$ cat src/rtl/store_commit_buffer_if.sv
// Retire-to-memory store path: push from retire, write request to memory, load overlap probe.
// Pure wiring bundle; no latency.
// Backpressure carried by retire_stall (push side) and mem_ack (drain side).
interface store_commit_buffer_if #(
    parameter int ADDR_W = 64,
    parameter int DATA_W = 64
);
    logic              st_valid;
    logic [ADDR_W-1:0] st_addr;
    logic [DATA_W-1:0] st_data;
    logic [3:0]        st_size;
    logic              retire_stall;
    logic              mem_req;
    logic [ADDR_W-1:0] mem_addr;
    logic [DATA_W-1:0] mem_wdata;
    logic [7:0]        mem_wstrb;
    logic              mem_ack;
    logic [ADDR_W-1:0] ld_addr;
    logic [3:0]        ld_size;
    logic              ld_hit;
    logic              drain_empty;
    logic              overflow_err;
    logic              size_err;

    modport master (
        output st_valid, st_addr, st_data, st_size, mem_ack, ld_addr, ld_size,
        input  retire_stall, mem_req, mem_addr, mem_wdata, mem_wstrb, ld_hit,
               drain_empty, overflow_err, size_err
    );

    modport slave (
        input  st_valid, st_addr, st_data, st_size, mem_ack, ld_addr, ld_size,
        output retire_stall, mem_req, mem_addr, mem_wdata, mem_wstrb, ld_hit,
               drain_empty, overflow_err, size_err
    );
endinterface

$ cat src/rtl/store_commit_buffer.sv
// Committed-store FIFO draining in order to the data-memory write port.
// mem_req rises one cycle after a push lands in an empty buffer; back-to-back acks drain one per cycle.
// retire_stall asserts while full; pushes seen while full are dropped and flagged.
module store_commit_buffer #(
    parameter int DEPTH  = 4,
    parameter int ADDR_W = 64,
    parameter int DATA_W = 64
) (
    input  logic                  clk,
    input  logic                  reset,
    store_commit_buffer_if.slave  bus
);
    localparam int PTR_W = $clog2(DEPTH);
    localparam int CNT_W = PTR_W + 1;

    typedef enum logic {S_IDLE, S_REQ} state_t;

    state_t            state_q, state_d;
    logic [PTR_W-1:0]  head_q, tail_q, load_ptr;
    logic [CNT_W-1:0]  count_q;
    logic              load;

    logic [ADDR_W-1:0] ent_addr [DEPTH];
    logic [DATA_W-1:0] ent_data [DEPTH];
    logic [7:0]        ent_strb [DEPTH];

    logic [ADDR_W-1:0] req_addr_q;
    logic [DATA_W-1:0] req_data_q;
    logic [7:0]        req_strb_q;
    logic              ovf_q, serr_q;

    logic full, size_legal, misaligned, push, pop, hit;
    logic [7:0] ld_mask;

    function automatic logic [7:0] lane_mask(input logic [2:0] off, input logic [3:0] size);
        logic [15:0] m;
        m = (16'd1 << size) - 16'd1;
        return 8'(m << off);
    endfunction

    assign full       = (count_q == CNT_W'(DEPTH));
    assign size_legal = (bus.st_size == 4'd1) || (bus.st_size == 4'd2) ||
                        (bus.st_size == 4'd4) || (bus.st_size == 4'd8);
    // size-1 over the low three bits covers 1/2/4/8 (8 wraps to 3'b111)
    assign misaligned = |(bus.st_addr[2:0] & 3'(bus.st_size[2:0] - 3'd1));
    assign push       = bus.st_valid && !full && size_legal && !misaligned;
    assign pop        = (state_q == S_REQ) && bus.mem_ack;

    always_comb begin
        state_d  = state_q;
        load     = 1'b0;
        load_ptr = head_q;
        case (state_q)
            S_IDLE: begin
                if (count_q != '0) begin
                    load    = 1'b1;
                    state_d = S_REQ;
                end
            end
            S_REQ: begin
                if (bus.mem_ack) begin
                    if (count_q > CNT_W'(1)) begin
                        load     = 1'b1;
                        load_ptr = head_q + PTR_W'(1);
                    end else begin
                        state_d = S_IDLE;
                    end
                end
            end
            default: state_d = S_IDLE;
        endcase
    end

    always_ff @(posedge clk) begin
        if (!reset) begin
            state_q    <= S_IDLE;
            head_q     <= '0;
            tail_q     <= '0;
            count_q    <= '0;
            req_addr_q <= '0;
            req_data_q <= '0;
            req_strb_q <= '0;
            ovf_q      <= 1'b0;
            serr_q     <= 1'b0;
        end else begin
            state_q <= state_d;
            if (push) tail_q <= tail_q + PTR_W'(1);
            if (pop)  head_q <= head_q + PTR_W'(1);
            if (push && !pop)      count_q <= count_q + CNT_W'(1);
            else if (pop && !push) count_q <= count_q - CNT_W'(1);
            if (load) begin
                req_addr_q <= ent_addr[load_ptr];
                req_data_q <= ent_data[load_ptr];
                req_strb_q <= ent_strb[load_ptr];
            end
            if (bus.st_valid && full) ovf_q <= 1'b1;
            if (bus.st_valid && !full && (!size_legal || misaligned)) serr_q <= 1'b1;
        end
    end

    // Entries are pre-shifted into memory-word lanes at push time
    always_ff @(posedge clk) begin
        if (push) begin
            ent_addr[tail_q] <= {bus.st_addr[ADDR_W-1:3], 3'b000};
            ent_data[tail_q] <= bus.st_data << {bus.st_addr[2:0], 3'b000};
            ent_strb[tail_q] <= lane_mask(bus.st_addr[2:0], bus.st_size);
        end
    end

    // The in-flight head stays counted until acked, so it participates in the probe
    always_comb begin
        hit     = 1'b0;
        ld_mask = lane_mask(bus.ld_addr[2:0], bus.ld_size);
        for (int k = 0; k < DEPTH; k++) begin
            if ((CNT_W'(k) < count_q) &&
                (ent_addr[head_q + PTR_W'(k)] == {bus.ld_addr[ADDR_W-1:3], 3'b000}) &&
                (|(ent_strb[head_q + PTR_W'(k)] & ld_mask)))
                hit = 1'b1;
        end
    end

    assign bus.retire_stall = full;
    assign bus.mem_req      = (state_q == S_REQ);
    assign bus.mem_addr     = req_addr_q;
    assign bus.mem_wdata    = req_data_q;
    assign bus.mem_wstrb    = req_strb_q;
    assign bus.ld_hit       = hit;
    assign bus.drain_empty  = (count_q == '0) && (state_q == S_IDLE);
    assign bus.overflow_err = ovf_q;
    assign bus.size_err     = serr_q;
endmodule

$ cat src/flat_wrapper.sv
// flat-port wrapper written by rule: the top's interface ports become plain ports
module store_commit_buffer_flat 
#(
    parameter int DEPTH  = 4,
    parameter int ADDR_W = 64,
    parameter int DATA_W = 64
)
  (clk, reset, bus_st_valid, bus_st_addr, bus_st_data, bus_st_size, bus_mem_ack, bus_ld_addr, bus_ld_size, bus_retire_stall, bus_mem_req, bus_mem_addr, bus_mem_wdata, bus_mem_wstrb, bus_ld_hit, bus_drain_empty, bus_overflow_err, bus_size_err);
  store_commit_buffer_if #(.ADDR_W(ADDR_W), .DATA_W(DATA_W)) bus_i ();
  input  logic clk;
  input  logic reset;
  input wire logic [$bits(bus_i.st_valid)-1:0] bus_st_valid;
  input wire logic [$bits(bus_i.st_addr)-1:0] bus_st_addr;
  input wire logic [$bits(bus_i.st_data)-1:0] bus_st_data;
  input wire logic [$bits(bus_i.st_size)-1:0] bus_st_size;
  input wire logic [$bits(bus_i.mem_ack)-1:0] bus_mem_ack;
  input wire logic [$bits(bus_i.ld_addr)-1:0] bus_ld_addr;
  input wire logic [$bits(bus_i.ld_size)-1:0] bus_ld_size;
  output wire logic [$bits(bus_i.retire_stall)-1:0] bus_retire_stall;
  output wire logic [$bits(bus_i.mem_req)-1:0] bus_mem_req;
  output wire logic [$bits(bus_i.mem_addr)-1:0] bus_mem_addr;
  output wire logic [$bits(bus_i.mem_wdata)-1:0] bus_mem_wdata;
  output wire logic [$bits(bus_i.mem_wstrb)-1:0] bus_mem_wstrb;
  output wire logic [$bits(bus_i.ld_hit)-1:0] bus_ld_hit;
  output wire logic [$bits(bus_i.drain_empty)-1:0] bus_drain_empty;
  output wire logic [$bits(bus_i.overflow_err)-1:0] bus_overflow_err;
  output wire logic [$bits(bus_i.size_err)-1:0] bus_size_err;
  assign bus_i.st_valid = bus_st_valid;
  assign bus_i.st_addr = bus_st_addr;
  assign bus_i.st_data = bus_st_data;
  assign bus_i.st_size = bus_st_size;
  assign bus_i.mem_ack = bus_mem_ack;
  assign bus_i.ld_addr = bus_ld_addr;
  assign bus_i.ld_size = bus_ld_size;
  assign bus_retire_stall = bus_i.retire_stall;
  assign bus_mem_req = bus_i.mem_req;
  assign bus_mem_addr = bus_i.mem_addr;
  assign bus_mem_wdata = bus_i.mem_wdata;
  assign bus_mem_wstrb = bus_i.mem_wstrb;
  assign bus_ld_hit = bus_i.ld_hit;
  assign bus_drain_empty = bus_i.drain_empty;
  assign bus_overflow_err = bus_i.overflow_err;
  assign bus_size_err = bus_i.size_err;
  store_commit_buffer #(.DEPTH(DEPTH), .ADDR_W(ADDR_W), .DATA_W(DATA_W)) u_core (.clk(clk), .reset(reset), .bus(bus_i));
endmodule
$ cat config.mk
export PLATFORM = sky130hd
export DESIGN_NAME = store_commit_buffer_flat
export DESIGN_NICKNAME = d
export VERILOG_FILES = /design/src/rtl/store_commit_buffer_if.sv /design/src/rtl/store_commit_buffer.sv /design/src/flat_wrapper.sv
export SDC_FILE = /design/constraint.sdc
export NUM_CORES = 1
export LEC_CHECK = 0
export ABC_AREA = 0
export BUFFER_PORTS_ARGS = -buffer_cell sky130_fd_sc_hd__clkbuf_2
export CORE_MARGIN = 1
export CORE_UTILIZATION = 45
export CTS_BUF_LIST = sky130_fd_sc_hd__clkbuf_2
export DETAILED_ROUTE_END_ITERATION = 10
export MAX_ROUTING_LAYER = met4
export PLACE_DENSITY = 0.66
export SETUP_SLACK_MARGIN = 0.2
export SYNTH_ARGS = -nofsm -noshare
export SYNTH_HDL_FRONTEND = slang
export SYNTH_SLANG_ARGS = --single-unit
$ cat constraint.sdc
create_clock -name clk -period 16.5 [get_ports clk]
set_input_delay 4.125 -clock clk [delete_from_list [all_inputs] [get_ports clk]]
set_output_delay 4.125 -clock clk [all_outputs]
set_load 0.01 [all_outputs]
---- After elaboration in Yosys (flattened, before gate mapping) ----
Memories as Yosys holds them, arrays and structs flattened. A register that Yosys moved wholly into a read port is not among the register bits.
Cells that the tools add are included.
cells by class
  add/sub/neg operators ................... 9
  $mul .................................... 0
  div/mod/pow operators ................... 0
  magnitude comparators ................... 5
  eq/ne operators ......................... 9
  shift-type cells ........................ 5
  muxes and demuxes ....................... 21
  bitwise operators ....................... 6
  reductions and logical operators ........ 37
operator list
  operator                                                    count
  equality test 64 bit                                        4
  left shift 64 x 6 -> 64 bit                                 1
  AND 8 bit                                                   4
  OR reduction 8 bit                                          4
  left shift 1 x 4 -> 16 bit (first input constant)           2
  left shift 16 x 3 -> 8 bit                                  2
  subtractor 16 x 1 -> 16 bit (second input constant)         2
  logical AND 1 bit                                           17
  two-way mux 2 bit                                           7
  two-way mux 1 bit                                           10
  zero test 1 bit                                             8
  less-than comparator 1 x 3 -> 1 bit (first input constant)  2
  less-than comparator 2 x 3 -> 1 bit (first input constant)  2
  two-way mux 3 bit                                           2
  subtractor 3 x 1 -> 3 bit (second input constant)           2
  adder 2 x 1 -> 2 bit (second input constant)                2
  adder 2 bit (second input constant)                         2
  equality test 4 x 1 -> 1 bit (second input constant)        1
  equality test 4 x 2 -> 1 bit (second input constant)        1
  equality test 4 x 3 -> 1 bit (second input constant)        1
  equality test 4 bit (second input constant)                 1
  logical OR 1 bit                                            4
  one-hot mux 1 bit (2 select lines)                          2
  adder 3 x 1 -> 3 bit (second input constant)                1
  8 further kinds                                             8
word-level totals
  register bits ........................... 74
  bits in latches ......................... 0
  memory bits (writable) .................. 532
  bits in read-only memories .............. 0
  input port bits ......................... 204
  output and inout bits ................... 142
  word-level logic and storage cells ...... 102
  memories kept ........................... 3
memories
  memory           depth  width  rd ports  clocked after memory_dff  wr ports  RTL line                   text
  u_core.ent_data  4      64     1         1                         1         store_commit_buffer.sv:24  logic [DATA_W-1:0] ent_data [DEPTH];
  u_core.ent_addr  4      61     5         2                         1         store_commit_buffer.sv:23  logic [ADDR_W-1:0] ent_addr [DEPTH];
  u_core.ent_strb  4      8      5         2                         1         store_commit_buffer.sv:25  logic [7:0] ent_strb [DEPTH];

---- Logic depth before layout (Yosys ltp) ----
  word-level depth ........................ 10
  depth in mapped cells ................... 13

---- Least setup slack after synthesis ----
Ideal clock, no wire load.
  path kind ............................... in2out
  from .................................... in bus_ld_size[0]
  to ...................................... out bus_ld_hit
  arrival ................................. 6.759 ns
  setup slack ............................. 5.616 ns
  cell stages on the path ................. 12
  path buffers ............................ 2
  cell sequence ........................... buf_2 -> nor4_2 -> inv_1 -> ha_1 -> clkbuf_1 -> xnor2_1 -> o31a_1 -> o21ai_0 -> a222oi_1 -> and4_1 -> a211o_1 -> o221ai_1
on the way
  longest elaborated chain between the ends .. 10
  elaborated cells on any way between the ends .. 19
  those cells by class .................... 1 x add/sub; 2 x shift; 4 x mux; 4 x bitwise; 8 x reduce/logical
ends and longest elaborated chain
  item                             RTL line                    text
  start, declared                  flat_wrapper.sv:18          input wire logic [$bits(bus_i.ld_size)-1:0] bus_ld_size;
  left shift 1 x 4 -> 16 bit (*)   store_commit_buffer.sv:37   m = (16'd1 << size) - 16'd1;
  subtractor 16 x 1 -> 16 bit (*)  store_commit_buffer.sv:37
  left shift 16 x 3 -> 8 bit (*)   store_commit_buffer.sv:38   return 8'(m << off);
  AND 8 bit                        store_commit_buffer.sv:117  (|(ent_strb[head_q + PTR_W'(k)] & ld_mask)))
  OR reduction 8 bit               store_commit_buffer.sv:117
  logical AND 1 bit                store_commit_buffer.sv:116  (ent_addr[head_q + PTR_W'(k)] == {bus.ld_addr[ADDR_W-1:3], 3'b000}) &&
  two-way mux 1 bit (3 in series)  store_commit_buffer.sv:115  if ((CNT_W'(k) < count_q) &&
  two-way mux 1 bit (*)            store_commit_buffer.sv:115
  end, declared                    flat_wrapper.sv:24          output wire logic [$bits(bus_i.ld_hit)-1:0] bus_ld_hit;
Every way passes the cells marked *; elsewhere a longest branch is shown, timed or not.

---- Worst setup path after layout ----
  from .................................... in bus_ld_size[3]
  to ...................................... out bus_ld_hit
The elaborated chain is that of the path after synthesis.

==> out/summary.md <==
### Outcome
* **result of the run** finished clean

### STA
* **Max Slew Vio Count** 0
* **clk_skew** 0.112 ns
* **Relative slew margins** 22.2%
* **time the worst path needs with I/O delays and setup** 11.99 ns
* **measured slew at the worst slew-check pin** 1.16 ns
* **top achievable clock speed** 83.4 MHz
* **final hold violations** 0
* **setup repair after global routing missed its margin** false
* **crit share post-route** 72.7%
* **Hold Slack** 0.464 ns
* **number of failing setup endpoints in the final timing report** 0
* **total negative setup slack** 0 ns

### Die
* **number of cell rows** 105
* **die area** 84900 sq um
* **horizontal extent of the die** 291 um
* **Vert. Die Dim** 291 um
* **I/O Pins** 346
* **initial standard-cell utilization of the core** 45.7%
* **Core Footprint** 82500 sq um

### Clocking
* **clock sinks** 677
* **worst-skew pair later-pin latency** 1.56 ns
* **buffer levels on the longest clock path** 3
* **CTS tree** built
* **hold_buf cts** 0
* **TritonCTS buffer count** 173
* **postcts setup bufs** 0
* **CTS clock-pin slew for the worst setup and hold paths** 0.08 ns
* **CTS resizes** 0
* **cell chosen for the clock root** sky130_fd_sc_hd__clkbuf_2
* **CTS H-tree depth** 4

### Routing
* **routed vias** 27713
* **final wirelength** 132000 um
* **DR pass1 iterations** 5
* **Residual DRC** 0
* **Final ANT Viol Nets** 0
* **DRC violation total after the first TritonRoute iteration** 3196
* **via density per instance** 6.14
* **routed len/inst** 29.2 um

### Synth
* **area share of the leading cell type in the synthesized netlist** 42.4%
* **main area contributors after synthesis** sky130_fd_sc_hd__edfxtp_1, sky130_fd_sc_hd__mux4_2, sky130_fd_sc_hd__mux2i_1
* **number of synthesized flops with an enable pin** 532
* **post-synthesis cell type count** 74
* **multiplexer area fraction after synthesis** 24.1%
* **adder-cell share of the synthesized area** 0.531%
* **sequential area share after synthesis** 50.1%
* **count leader, synth** sky130_fd_sc_hd__edfxtp_1
* **Synthesis Warnings** 0
* **most frequently used flop master after synthesis** sky130_fd_sc_hd__edfxtp_1
* **dominant combinational cell family by area after synthesis** multiplexers
* **fraction of registers with async set or reset after synthesis** 0%
* **xor and xnor area share after synthesis** 3.90%
* **simple-gate share of the synthesized area** 8.20%
* **Post-Synthesis Cells** 2962
* **top post-synthesis cells by count** sky130_fd_sc_hd__edfxtp_1, sky130_fd_sc_hd__nand2_1, sky130_fd_sc_hd__mux2i_1
* **Post-Synthesis Mean Instance Area** 12.7 sq um
* **fraction of the mapped netlist area in compound gates** 9.69%
* **number of synthesized register bits** 677
* **post-synthesis cell type with the largest combined area** sky130_fd_sc_hd__edfxtp_1
* **post-synthesis instance area** 37700 sq um

### GRT
* **vias in the first global route** 27079
* **grt total ovfl** 0
* **maximum number of pins on one net before global-route repair** 128
* **total routing resource utilization after global routing** 31.8%
* **antenna violations before repair** 16
* **global-route wire length before repair** 189000 um

### Pwr
* **Leak Pwr** 14.4 nW
* **worst IR drop on VDD** 145 uV
* **total power divided by cell area** 120 nW/um^2

### Worst setup path
* **Worst Setup End Kind** output port
* **Crit Path Category** primary input to output port
* **Worst Setup EP** bus_ld_hit
* **FF-to-FF End** u_core.bus.mem_addr[18]$_SDFFE_PN0P_
* **startpoint of the most critical register-to-register path** u_core.head_q[0]$_SDFFE_PN0P_
* **WP data required** 12.38 ns
* **Crit. Startpoint** bus_ld_size[3]
* **Register-to-Register Path Depth** 8
* **worst endpoint data arrival time** 7.87 ns
* **launching element type of the critical path** primary input
* **Worst R2R Setup Slack** 12.30 ns
* **maximum net fanout on the critical path** 14

### Min path
* **worst min-delay path class** flip-flop to flip-flop
* **hold path start** u_core.bus.mem_wdata[19]$_SDFFE_PN0P_

### Final layout
* **NumNets Final** 3492
* **Sequential Area** 18900 sq um
* **fraction of final layout cells with drive strength greater than 1** 28.9%
* **area grow syn2layout** 10.6%
* **Final Cell Area** 41700 sq um
* **multi-input gate area in the final layout** 17600 sq um
* **Layout fillers** 7505

### Placement
* **instance area after placement** 39900 sq um
* **HPWL reported at the end of detailed placement** 96000 um
* **count of buffers inserted at the top-level ports** 342
* **RePlAce Congestion** 1.10

### Job
* **count of max-cap constraint violations** 0

[power by group]
part / switching, mW / total (mW) / internal, mW
combinational: 1.06 / 1.64 / 0.587
sequential: 0.109 / 2.12 / 2.01
clock: 0.730 / 1.26 / 0.526
total: 1.90 / 5.02 / 3.12
[worst max-delay path: stages]
cell and delay [ns]:
sky130_fd_sc_hd__clkbuf_2 0.22, sky130_fd_sc_hd__nor4_2 0.47, sky130_fd_sc_hd__inv_1 0.17, sky130_fd_sc_hd__ha_1 0.38
sky130_fd_sc_hd__or4b_1 0.57, sky130_fd_sc_hd__a21oi_1 0.26, sky130_fd_sc_hd__o21ai_0 0.15, sky130_fd_sc_hd__o21ai_0 0.16
sky130_fd_sc_hd__a222oi_1 0.16, sky130_fd_sc_hd__and4_1 0.26, sky130_fd_sc_hd__a211o_1 0.29, sky130_fd_sc_hd__o221ai_1 0.44
sky130_fd_sc_hd__clkbuf_2 0.24
[placed cells by master (no fill, tap or decap), types with 32 or more instances in the layout]
cell type	count
sky130_fd_sc_hd__clkbuf_2	609
sky130_fd_sc_hd__edfxtp_1	532
sky130_fd_sc_hd__nand2_1	381
sky130_fd_sc_hd__mux2i_1	296
sky130_fd_sc_hd__mux4_2	247
sky130_fd_sc_hd__dfxtp_1	141
sky130_fd_sc_hd__a21boi_0	135
sky130_fd_sc_hd__nor2_1	117
sky130_fd_sc_hd__a21oi_1	96
sky130_fd_sc_hd__o21ai_0	86
sky130_fd_sc_hd__xnor2_1	85
sky130_fd_sc_hd__xor2_1	81
sky130_fd_sc_hd__o22ai_1	49
sky130_fd_sc_hd__mux2_2	47
sky130_fd_sc_hd__nor4_1	34
sky130_fd_sc_hd__nor2b_1	32
sky130_fd_sc_hd__buf_4	32
[logic make-up (layout without fill, tap and decap cells)]
logic type | Yosys count | count (layout)
AND/OR/NAND/NOR | 695 | 695
flip-flops | 677 | 677
multiplexers | 591 | 591
AO/OA/AOI/OAI | 539 | 539
buffers and inverters | 275 | 728
XOR/XNOR | 168 | 168
adder cells (fa/ha/maj) | 16 | 16
other | 1 | 26
[how the worst min path moves through the flow]
| stage | end | slack (ns) | cells past startpoint |
|---|---|---|---|
| finish | u_core.bus.mem_wdata[19]$_SDFFE_PN0P_ | 0.46 | 2 |
| global route | u_core.bus.mem_wdata[18]$_SDFFE_PN0P_ | 0.49 | 2 |
| CTS | u_core.bus.mem_addr[10]$_SDFFE_PN0P_ | 0.47 | 2 |
| detailed placement | u_core.bus.mem_addr[10]$_SDFFE_PN0P_ | 0.46 | 2 |
| global placement | u_core.bus.mem_addr[60]$_SDFFE_PN0P_ | 0.45 | 2 |
| floorplan | u_core.bus.mem_addr[10]$_SDFFE_PN0P_ | 0.49 | 2 |
[through the flow]
stage / std cells / power (mW) / setup slack (ns) / util, %
floorplan: 2964 / 3.16 / 5.62 / -
global placement: 4167 / 3.80 / 4.50 / 48.4
detailed placement: 4167 / 3.81 / 4.51 / 48.4
CTS: 4487 / 5.06 / 4.49 / 50.5
global route: 4506 / 5.27 / 4.20 / 50.5
finish: 4510 / 5.02 / 4.51 / 50.5
[cell type report]
class                      instances  share of cell area, %
sequential                       677                   45.3
multi-input combinational       2012                   42.1
timing repair buffer             373                   4.74
clock buffer                     270                   3.24
tap                             1070                   3.21
clock inverter                    50                  0.936
inverter                          35                  0.315
antenna                           23                  0.138
[state kept, by name, indices dropped and copies added, names as in the netlist, named ones only]
register,cells
u_core.bus.mem_wdata,64
u_core.ent_strb,32
u_core.bus.mem_req,1
u_core.bus.size_err,1
u_core.ent_data,256
u_core.bus.overflow_err,1
u_core.bus.mem_addr,61
u_core.head_q,2
u_core.tail_q,2
u_core.bus.mem_wstrb,8
u_core.count_q,3
u_core.ent_addr,244
[per-layer routing]
layer	vias to the layer above	share of wire, %	track usage (%)
met5	-	0	-
met4	0	4.2	13.4
met3	237	9.1	8.19
met2	1368	46	47.8
met1	13936	40	40.8
li1	12172	-	-
Note: power is estimated with default switching activity, not from simulation.
